--- config.mk ---
export PLATFORM = sky130hd
export DESIGN_NAME = if_stage
export DESIGN_NICKNAME = d
export VERILOG_FILES = /design/src/rtl/if_stage.sv
export SDC_FILE = /design/constraint.sdc
export NUM_CORES = 1
export LEC_CHECK = 0
export ABC_AREA = 1
export BUFFER_PORTS_ARGS = -buffer_cell sky130_fd_sc_hd__buf_4
export CAP_MARGIN = 0
export CORE_ASPECT_RATIO = 0.8
export CORE_MARGIN = 3
export CORE_UTILIZATION = 47
export CTS_CLUSTER_DIAMETER = 30
export DETAILED_ROUTE_END_ITERATION = 12
export PLACE_DENSITY_LB_ADDON = 0.3
export SYNTH_ARGS = -nofsm -noshare
export SYNTH_HDL_FRONTEND = slang
export SYNTH_SLANG_ARGS = --single-unit
--- constraint.sdc ---
create_clock -name clk -period 1.8 [get_ports clk]
set_input_delay 0 -clock clk [delete_from_list [all_inputs] [get_ports clk]]
set_output_delay 0 -clock clk [all_outputs]
set_load 0.02 [all_outputs]
--- src/rtl/if_stage.sv ---
// Instruction-fetch stage: pre-IF nextpc/SRAM request plus the IF register with a
// one-entry buffer that holds the returned instruction across decode stalls.
module if_stage (
    input  logic        clk,
    input  logic        reset,
    input  logic        ID_allowin,
    input  logic [32:0] br_bus,
    output logic        IF_ID_valid,
    output logic [63:0] IF_ID_bus,
    output logic        inst_sram_en,
    output logic [3:0]  inst_sram_we,
    output logic [31:0] inst_sram_addr,
    output logic [31:0] inst_sram_wdata,
    input  logic [31:0] inst_sram_rdata
);

    localparam int unsigned XLEN = 32;
    localparam logic [XLEN-1:0] RESET_PC = 32'h1BFF_FFFC;
    localparam logic [XLEN-1:0] PC_STEP  = 32'd4;

    logic            preif_valid_q, preif_valid_d;
    logic            if_valid_q,    if_valid_d;
    logic [XLEN-1:0] if_pc_q,       if_pc_d;
    logic [XLEN-1:0] inst_buf_q,    inst_buf_d;
    logic            inst_buf_valid_q, inst_buf_valid_d;

    logic            br_taken;
    logic [XLEN-1:0] br_target;
    logic [XLEN-1:0] nextpc;
    logic            if_ready_go;
    logic            if_allowin;
    logic            fetch_req;
    logic [XLEN-1:0] if_inst;

    // Redirect decode, nextpc and handshake; reset masks the request and valid.
    always_comb begin
        br_taken    = br_bus[32];
        br_target   = br_bus[XLEN-1:0];
        nextpc      = br_taken ? br_target : XLEN'(if_pc_q + PC_STEP);
        if_ready_go = 1'b1;
        if_allowin  = ~if_valid_q | (if_ready_go & ID_allowin) | br_taken;
        fetch_req   = preif_valid_q & if_allowin & ~reset;
        if_inst     = inst_buf_valid_q ? inst_buf_q : inst_sram_rdata;
    end

    // Next-state for the IF register and the stall buffer.
    always_comb begin
        preif_valid_d    = 1'b1;
        if_valid_d       = if_valid_q;
        if_pc_d          = if_pc_q;
        inst_buf_d       = inst_buf_q;
        inst_buf_valid_d = inst_buf_valid_q;

        if (fetch_req) begin
            if_pc_d    = nextpc;
            if_valid_d = 1'b1;
        end else if (if_allowin && !preif_valid_q) begin
            if_valid_d = 1'b0;
        end

        // rdata is only valid in the first stall cycle, so capture it exactly then
        if (if_allowin) begin
            inst_buf_valid_d = 1'b0;
        end else if (if_valid_q && !ID_allowin && !br_taken && !inst_buf_valid_q) begin
            inst_buf_d       = inst_sram_rdata;
            inst_buf_valid_d = 1'b1;
        end
    end

    always_ff @(posedge clk) begin
        if (reset) begin
            preif_valid_q    <= 1'b0;
            if_valid_q       <= 1'b0;
            if_pc_q          <= RESET_PC;
            inst_buf_q       <= '0;
            inst_buf_valid_q <= 1'b0;
        end else begin
            preif_valid_q    <= preif_valid_d;
            if_valid_q       <= if_valid_d;
            if_pc_q          <= if_pc_d;
            inst_buf_q       <= inst_buf_d;
            inst_buf_valid_q <= inst_buf_valid_d;
        end
    end

    assign IF_ID_valid     = if_valid_q & if_ready_go & ~br_taken & ~reset;
    assign IF_ID_bus       = {if_inst, if_pc_q};
    assign inst_sram_en    = fetch_req;
    assign inst_sram_we    = 4'b0000;
    assign inst_sram_addr  = nextpc;
    assign inst_sram_wdata = '0;

endmodule

== Word level (Yosys, flattened, before mapping) ==
Index checks and enable logic that the tools add are counted.

* Flip-flop bits (word level): 67
* Bits in latches: 0
* Bits in writable memories: 0
* ROM bits: 0
* Bits of input ports: 68
* Word-level logic and storage cells: 32
* Memories: 0

* Add/sub/neg operators: 1
* $mul: 0
* Divide/modulo/power cells: 0
* $lt $le $gt $ge: 0
* Equality and inequality tests: 0
* Shifts and indexed selects: 0
* Mux-type cells: 5
* Bitwise logic cells: 10
* Reduce and logical (&&, ||, !) cells: 11

{| class="wikitable"
|+ Operators by type and width
! kind !! number
|-
| 2-to-1 mux 32 bit || 2
|-
| adder 32 x 3 -> 32 bit, second input constant || 1
|-
| AND 1 bit || 4
|-
| logical AND 1 bit || 4
|-
| zero test 1 bit || 4
|-
| inverter 1 bit || 4
|-
| 2-to-1 mux 1 bit || 3
|-
| bitwise OR 1 bit || 2
|-
| AND reduction 2 bit || 1
|-
| nonzero test 2 bit || 1
|-
| OR reduction 2 bit || 1
|}

== Longest topological paths before layout ==
Gate-level depths: netlist of the first run.

* Depth after elaboration: 6
* Mapped depth: 11
* Mapped depth without buffers: 11

== Least setup slack after synthesis of the first run ==
No wires, ideal clock.

* Path type: reg2reg
* Start point: reg if_pc_q[2]
* End point: reg if_pc_q[10]
* Library setup time: 59 ps
* Arrival time: 1796 ps
* Required time: 1741 ps
* Path slack: -54 ps
* Stages on the path, launching flop included: 10
* Buffers on the path: 0
* Cell sequence: dfxtp_1 > ha_1 > nand2_1 > nor2_2 > nand2_2 > inv_1 > nor2_1 > o21ai_1 > o22ai_1 > inv_1

* Word-level cells in the longest chain between the ends: 2

{| class="wikitable"
|+ RTL lines
! element !! RTL line !! text
|-
| start, declared || 23 || <nowiki>logic [XLEN-1:0] if_pc_q, if_pc_d;</nowiki>
|-
| start signal, assigned || 80 || <nowiki>if_pc_q <= if_pc_d;</nowiki>
|-
| adder 32 x 3 -> 32 bit || 39 || <nowiki>nextpc = br_taken ? br_target : XLEN'(if_pc_q + PC_STEP);</nowiki>
|-
| 2-to-1 mux 32 bit || 39 ||
|-
| net inst_sram_addr[10] || 12 || <nowiki>output logic [31:0] inst_sram_addr,</nowiki>
|}

The timed path passes the listed nets, and every way through them passes these cells.
A chain may end at the register's enable or synchronous reset.

== Worst setup path after layout of the first run ==
* Start point: reg if_pc_q[2]
* End point: out inst_sram_addr[26]

* Word-level cells in the longest chain between the ends: 2

{| class="wikitable"
|+ RTL lines
! element !! RTL line
|-
| adder 32 x 3 -> 32 bit || 39
|-
| 2-to-1 mux 32 bit || 39
|-
| end, declared || 12
|}

No other way between the ends.

==> results of run 1 <==
-- kinds of logic after synthesis --
| kind of cell | after synthesis |
|---|---|
| xor gates and xnor gates | 3 |
| DFF | 67 |
| adders and majority gates | 1 |
| and+or+nand+nor | 320 |
| buffers and inverters | 134 |
| other | 1 |
| AOI/OAI and AO/OA | 147 |
-- synthesized netlist by cell type, types with 5 or more instances --
cell / number
o21ai_0: 73
o21ai_1: 6
dfxtp_1: 67
nand2_2: 6
nand3b_1: 6
inv_2: 5
inv_1: 63
buf_2: 6
nand2_1: 182
buf_4: 36
or2_2: 12
nand3_1: 36
clkbuf_1: 18
a21oi_1: 53
nor2_2: 5
nor2_1: 55
and2_1: 9
-- worst max-delay path: stages (launching register included) --
cell	delay (ns)
dfxtp_4	0.38
ha_4	0.16
nand2_4	0.06
nor2_4	0.11
nand2_4	0.08
nor2_4	0.19
nand4_1	0.16
nand3_2	0.13
and2_4	0.15
buf_6	0.11
-- metal layers --
layer	global-route usage	vias up
li1	-	2579
met1	0.367	2550
met2	0.468	383
met3	0.0717	73
met4	0.102	0
met5	0	-
-- where the power goes --
group / internal (uW) / switching (uW)
clock: 790 / 650
combinational: 861 / 1230
sequential: 1570 / 120
-- worst paths after layout --
check / from / endpoint / slack [ns] / cells past startpoint
worst min-delay path: br_bus[16] / if_pc_q[16]$_SDFFE_PP1P_ / -0.009 / 5
worst min register to register: inst_buf_q[18]$_SDFFE_PP0P_ / inst_buf_q[18]$_SDFFE_PP0P_ / 0.45 / 2
worst max register to register: if_pc_q[2]$_SDFFE_PP1P_ / if_pc_q[26]$_SDFFE_PP0P_ / -0.04 / 13
worst max-delay path: if_pc_q[2]$_SDFFE_PP1P_ / inst_sram_addr[26] / -0.08 / 9
-- flip-flops by register name, summed over array words and instances (netlist names) --
| register | cells |
|---|---|
| inst_buf_q | 32 |
| if_valid_q | 1 |
| if_pc_q | 32 |
| inst_buf_valid_q | 1 |
| preif_valid_q | 1 |
-- area by class of cell --
class	count	share of cell area
Multi-Input combinational cell	507	0.396
Timing Repair Buffer	261	0.307
Sequential cell	67	0.206
Inverter	70	0.0387
Tap cell	112	0.0201
Clock buffer	9	0.0177
Clock inverter	7	0.0142
Antenna cell	1	0.000358
-- repair_timing --
action                                  4_1_cts  5_1_grt
hold buffers                                 54        0
resized for setup                            54      133
endpoints found under the setup margin       43       63
pin swaps                                     9       41
hold endpoints to repair                     52        0
buffers inserted                             11       18
cloned                                        0        0
-- stage by stage --
| step | hold slack [ns] | worst slack, ns |
|---|---|---|
| detailed placement | 0.243 | 0.126 |
| finish | -0.00942 | -0.0762 |
| CTS | 0.000489 | -0.0882 |
| global placement | 0.234 | 0.120 |
| global route | 0.00283 | -0.129 |
| floorplan | 0.139 | 0.00477 |
==> metrics.txt, run 1 <==
status finished, violations left; failing checks hold timing, setup timing; initial antenna violation count 1; H-tree levels 3; largest vdd supply drop 0.430 mV; post-layout util 0.813; final instance area approximately 7000 um2; clock sink count 67; Routed wire per std cell 16.1 um; met3 routed WL around 1.8 mm; crit-path max FO 6; initial core utilization 0.489; Post-synth ARST share 0; CTS Buf Count 9; WHS -0.00942 ns; post-synthesis sequential area ratio 0.319; DIE WIDTH approximately 110 um; Pwr Total 5220 uW; pwr/cell area 747 nW/um2; commonest non-fill, non-tap cell in the layout buf_4; Synth Area in Compound Gates 0.183; synthesized-area fraction occupied by adder cells 0.00298; clk_lat worst skew 0.35 ns; period utilization 1.04; crit end category output port; area of the multi-input gates 2770 um2; main combinational cell family by area after synthesis simple AND/OR/NAND/NOR gates; GRT overflow 0; max-slew violations 0; GP Congestion 1.03; Yosys top cell area share 0.319; Warnings, synthesis 0; CTS tree built; Worst Path Required 1.80 ns; DP HPWL 10.4 mm; Hold Crit Class input pin to flip-flop; placement row count 30; Startpoint Class flip-flop; Clk Tree Root Cell clkbuf_8; core region area 8600 um2; # IOs 202; Cell Count, Final, Fillers Out 1034; ys flop type dfxtp_1; largest cells by area after synthesis dfxtp_1, nand2_1, o21ai_0, buf_4, a21oi_1; final hold violation count 2; via count roughly 5600; max_cap viols 0; Area Overhead vs Synth 66.2%; Syn Area/Cell 6.25 um2; full die area around 10000 um2; Clock Pin Slew Worst Setup and Hold Paths ~0.08 ns; commonest non-fill, non-tap cells in the layout buf_4, nand2_1, o21ai_0; placed cell areas about 5400 um2; Synth Register Bits 67; Post-Synth XOR/XNOR Area 0.00625; first-pass GRT wire length 24.0 mm; multiplexer share of the synthesized area 0; layout cells sized above 1 0.400; Cells after Synth 673; type of the worst setup path flip-flop to output port; crit path time final 1.88 ns; RSZ-0062 raised after global routing true; Max Clk Rate roughly 530 MHz; area leader, netlist dfxtp_1; CP Data Arrival Time 1.88 ns; Post-Syn Area 4200 um2; Simple-Gate Fraction of Synth Area 0.334; clock tree buffer depth 2; max layer used met4; Yosys cell types 40; drt total wl 16.7 mm; Final TNS setup -0.463 ns; count of flip-flops with a built-in enable after synthesis 0; # fillers between 500 and 600; post-route ant nets 0; Buffers on Ports 165; P_leak 0.00329 uW; Routed met2 length about 7.8 mm; Residual DRC 0; vias in the first global route about 5000; register area 1440 um2; M1 WL between 6 and 7 mm; Die Ht roughly 91 um; Global Route Usage Sum 0.286; Finish-stage setup viols 13; largest net degree at the start of global routing 63; PnR worst setup slack -0.0762 ns; Iter 0 DRT Violations 652; placed cells 934; drt pass-1 iters 7; Vias/cell 5.40; Setup Skew 0.00878 ns; layout net count 985
Note: power is estimated with default switching activity, not from simulation.
==> run 2, diff against run 1 <==
==> constraint.sdc (replaced) <==
create_clock -name clk -period 1.8 [get_ports clk]
set_input_delay 0.27 -clock clk [delete_from_list [all_inputs] [get_ports clk]]
set_output_delay 0.27 -clock clk [all_outputs]
set_load 0.02 [all_outputs]
==> metrics.txt, run 2 (synthesis results as in run 1) <==
post-route ant nets 0; Max Clk Rate just under 500 MHz; type of the worst setup path flip-flop to output port; crit end category output port; Buf+Inv Stages, Crit Path 1; core region area 8600 um2; via count between 5000 and 6000; CTS tree built; max_cap viols 0; Residual DRC 0; P_leak 0.00331 uW; R2R Path End if_pc_q[14]$_SDFFE_PP1P_; H-tree levels 3; max-slew violations 0; grt met2 use 0.462; reg2reg start if_pc_q[3]$_SDFFE_PP1P_; placement row count 30; Reg2Reg Setup Slack -0.20 ns; DIE WIDTH between 100 and 150 um; end of the worst hold path if_pc_q[18]$_SDFFE_PP1P_; final hold violation count 0; Setup Skew 0.0124 ns; layout net count 972; CP Data Arrival Time approximately 1.8 ns; R2R cell count 15; period utilization 1.15; drt pass-1 iters 6; CTS Buf Count 9; clock sink count 67; Clock Pin Slew Worst Setup and Hold Paths 0.09 ns; Finish-stage setup viols 27; # IOs 202; status finished, violations left; Iter 0 DRT Violations 351; CP delay by family, top simple AND/OR/NAND/NOR gates; largest vdd supply drop 0.509 mV; Global Route Usage Sum 0.286; initial core utilization 0.489; Hold Crit Depth 3; Area Overhead vs Synth 64.7%; GRT overflow 0; Clk Tree Root Cell clkbuf_8; Buffers on Ports 165; clk_lat worst skew 0.35 ns; register area 1420 um2; gr busiest metal met2; Worst Path Required 1.53 ns; pwr/cell area 757 nW/um2; failing checks setup timing; first-pass GRT wire length 23.8 mm; GP Congestion between 0.9 and 1; # diodes 0; drt total wl 15.9 mm; Hold-fix buffers, CTS 0; M3 GR Usage 0.0924; commonest non-fill, non-tap cell in the layout buf_4; Routed wire per std cell 15.6 um; GRT met1 Usage 0.364; initial antenna violation count 0; Startpoint Class flip-flop; hold path startpoint br_bus[18]; layout cells sized above 1 0.478; crit path time final 2.06 ns; # fillers 625; crit-path max FO 6; Placement Setup Slack -0.108 ns; commonest non-fill, non-tap cells in the layout buf_4, nand2_1, o21ai_0; Die Ht 90.6 um; Slowest cell on crit path dfxtp_4; Vias/cell 5.20; slowest stage delay, CP ~0.38 ns; full die area ~10000 um2; crit-path cells ha_4 > nand2_4 > nor2_4 > nand2_4 > nor2_4 > nand3_2 > nand2_1 > nand3_2 > and2_4 > buf_6; PnR worst setup slack -0.262 ns; biggest regs if_pc_q x32, inst_buf_q x32; RSZ-0062 raised after global routing true; Pwr Total between 5000 and 6000 uW; Hold Crit Class input pin to flip-flop; critical path depth in cells 10; clock tree buffer depth 2; largest net degree at the start of global routing 63; DP HPWL 11.1 mm; area of the multi-input gates 2870 um2; vias in the first global route 4902
[run 2: cell types whose count changed in the layout (fill, tap and decap cells not counted), moves of 6 or more]
cell / delta
buf_4: +14
buf_6: +27
dfxtp_4: -6
dlygate4sd3_1: -54
nand3_1: -7
nor2_2: +7
o21ai_0: -13
o21ai_1: +11
[run 2: worst max path at each step]
stage / from / end / slack (ns)
floorplan: if_pc_q[2]$_SDFFE_PP1P_ / inst_sram_addr[26] / -0.004
global placement: if_pc_q[2]$_SDFFE_PP1P_ / inst_sram_addr[27] / -0.09
detailed placement: if_pc_q[5]$_SDFFE_PP1P_ / inst_sram_addr[21] / -0.11
CTS: if_pc_q[3]$_SDFFE_PP1P_ / inst_sram_addr[26] / -0.27
global route: if_pc_q[24]$_SDFFE_PP1P_ / inst_sram_addr[27] / -0.35
finish: if_pc_q[3]$_SDFFE_PP1P_ / inst_sram_addr[26] / -0.26
[run 2: stage by stage]
step           instances   util  instance area [um2]  TNS [ns]  hold slack, ns
2_1_floorplan        708      -                 4340  -0.00408           0.409
3_3_place_gp         967  0.662                 5690    -0.169           0.435
3_5_place_dp         967  0.662                 5690    -0.201           0.438
4_1_cts             1009  0.754                 6480     -4.45           0.159
5_1_grt             1020  0.805                 6920     -7.55           0.169
6_report            1020  0.805                 6920     -5.06           0.173
[run 2: repair_timing]
item	CTS	global route
setup buffers	26	15
gates resized for setup	134	115
setup endpoints to repair	29	84
pin swaps	37	47
[run 2: cell type report]
class	count	share of cell area
well taps	112	0.0202
clock buffers	9	0.0179
multi-input cells	507	0.415
flip-flops and latches	67	0.205
clock inverters	7	0.0112
inverters	70	0.0398
repair buffers	248	0.291
[run 2: worst min-delay path: cells and delay by family]
kind	cells	cell delay, ns
AO/OA/AOI/OAI	1	0.07
buffers and inverters	1	0.09
AND/OR/NAND/NOR	1	0.06
[run 2: metal layers]
layer  up-vias  part of all wire  wire (um)
li1       2547                 -          -
met1      2477              0.41       6560
met2       256              0.48       7640
met3        28             0.090       1440
met4         0             0.017        270
met5         -                 0          0
[run 2: where the power goes]
part	total, uW	internal, uW	switching (uW)	leakage (uW)
combinational	2270	984	1280	0.00266
clock	1300	649	649	0.0000998
sequential	1670	1570	99.7	0.000551
==> run 3, diff against run 2 <==
--- a/config.mk
+++ b/config.mk
@@ -13,7 +13,7 @@
 export CORE_UTILIZATION = 47
 export CTS_CLUSTER_DIAMETER = 30
 export DETAILED_ROUTE_END_ITERATION = 12
-export PLACE_DENSITY_LB_ADDON = 0.3
+export PLACE_DENSITY = 0.81
 export SYNTH_ARGS = -nofsm -noshare
 export SYNTH_HDL_FRONTEND = slang
 export SYNTH_SLANG_ARGS = --single-unit
==> metrics.txt, run 3 (synthesis results as in run 1) <==
status finished, violations left; failing checks setup timing; RSZ-0062 raised after global routing true; Buffers on Ports between 150 and 200; Hold Crit Class input pin to flip-flop; type of the worst setup path flip-flop to output port; hold path startpoint br_bus[18]; Die Ht 90.6 um; end of the worst hold path if_pc_q[18]$_SDFFE_PP1P_; reg2reg start if_pc_q[3]$_SDFFE_PP1P_; clock power share 0.246; Max Clk Rate 474 MHz; Clock Pin Slew Worst Setup and Hold Paths approximately 0.07 ns; core region area roughly 8600 um2; crit path time final roughly 2.1 ns; Vias/cell roughly 5.2; Iter 0 DRT Violations 583; clock tree buffer depth 2; GP Congestion between 1 and 1.5; Reg2Reg Setup Slack 0.09 ns; commonest non-fill, non-tap cells in the layout buf_4, nand2_1, inv_1; placed cell areas around 5700 um2; largest net degree at the start of global routing 63; Sw Pwr 2040 uW; drt total wl around 16 mm; initial antenna violation count 0; register share of total power 0.318; H-tree levels 3; sw frac 0.387; initial core utilization 0.489; # diodes 0; via count 5337; Startpoint Class flip-flop; Area Overhead vs Synth 65.1%; Finish-stage setup viols 28; Clk Tree Root Cell clkbuf_8; CP Data Arrival Time about 1.8 ns; vias in the first global route 4915; crit end category output port; layout cells sized above 1 0.472; full die area between 10000 and 15000 um2; Setup Skew 0.00838 ns; pwr/cell area 760 nW/um2; drt pass-1 iters 6; CTS Buf Count 9; R2R Path End if_pc_q[30]$_SDFFE_PP0P_; internal power 3230 uW; commonest non-fill, non-tap cell in the layout buf_4; GRT overflow 0; DIE WIDTH 112 um; clock sink count 67; Routed wire per std cell 16.1 um; post-route ant nets 0; clk_lat worst skew ~0.35 ns; Residual DRC 0; power share of the combinational group 0.436; biggest regs if_pc_q x32, inst_buf_q x32; P_leak approximately 0.0033 uW; Hold Crit Depth 3; R2R cell count 14; first-pass GRT wire length 24.7 mm; DP HPWL 11.9 mm; period utilization 1.17; Pwr Total 5280 uW; Hold-fix buffers, CTS 0; placed cells around 970; max-slew violations 0; final instance area 6940 um2; final hold violation count 0; layout net count 973; max_cap viols 0; # IOs just over 200; Worst Path Required 1.53 ns; Cell Count, Final, Fillers Out 1020; CTS tree built; CP startpoint if_pc_q[3]$_SDFFE_PP1P_; PnR worst setup slack -0.308 ns; placement row count 30; crit-path max FO 6; largest vdd supply drop roughly 0.5 mV; Global Route Usage Sum 0.301
-- run 3: worst max-delay path, stage by stage (launching register included) --
cell and delay (ns):
dfxtp_2 0.36, buf_4 0.14, nand2_4 0.06, nor2_8 0.15, nand2_8 0.10, nor2_4 0.15
nand2_1 0.07, nand2_1 0.07, nand3_2 0.08, and2_1 0.15, buf_4 0.15
-- run 3: power groups by stage --
stage / clock [uW] / combinational [uW] / sequential (uW)
3_5_place_dp: 0 / 1690 / 1680
4_1_cts: 1310 / 2070 / 1670
2_1_floorplan: 0 / 914 / 1750
3_3_place_gp: 0 / 1670 / 1670
6_report: 1300 / 2300 / 1680
5_1_grt: 1380 / 2440 / 1690
-- run 3: repair_timing --
item                       4_1_cts  5_1_grt
setup endpoints to repair       42       66
gates resized for setup        176       74
pin swaps                       46       39
setup buffers                   22       16
-- run 3: cell type report --
cell class                 count  area [um2]
timing repair buffer         249        1990
fill                         597        1660
clock inverter                 5        62.6
inverter                      70         273
clock buffer                  10         138
sequential                    67        1420
multi-input combinational    507        2920
tap                          112         140
-- run 3: stage by stage --
stage / worst slack, ns / util / setup TNS, ns / hold WS [ns]
3_3_place_gp: -0.0361 / 0.666 / -0.0589 / 0.432
4_1_cts: -0.269 / 0.772 / -4.56 / 0.168
6_report: -0.308 / 0.807 / -5.48 / 0.175
3_5_place_dp: -0.0572 / 0.666 / -0.111 / 0.440
5_1_grt: -0.366 / 0.807 / -7.64 / 0.175
2_1_floorplan: -0.00408 / - / -0.00408 / 0.409
-- run 3: worst max-delay path by stage --
stage	to	slack, ns	cells past startpoint
finish	inst_sram_addr[27]	-0.31	10
global placement	inst_sram_addr[23]	-0.04	9
CTS	inst_sram_addr[26]	-0.27	10
floorplan	inst_sram_addr[26]	-0.004	9
global route	inst_sram_addr[26]	-0.37	10
detailed placement	inst_sram_addr[27]	-0.06	9
-- run 3: metal layers --
metal | vias to the layer above | part of all wire | wire [um] | GRT usage
li1 | 2542 | - | - | -
met1 | 2432 | 0.40 | 6490 | 0.395
met2 | 314 | 0.47 | 7630 | 0.491
met3 | 49 | 0.11 | 1850 | 0.0804
met4 | 0 | 0.026 | 433 | 0.0790
met5 | - | 0 | 0 | 0
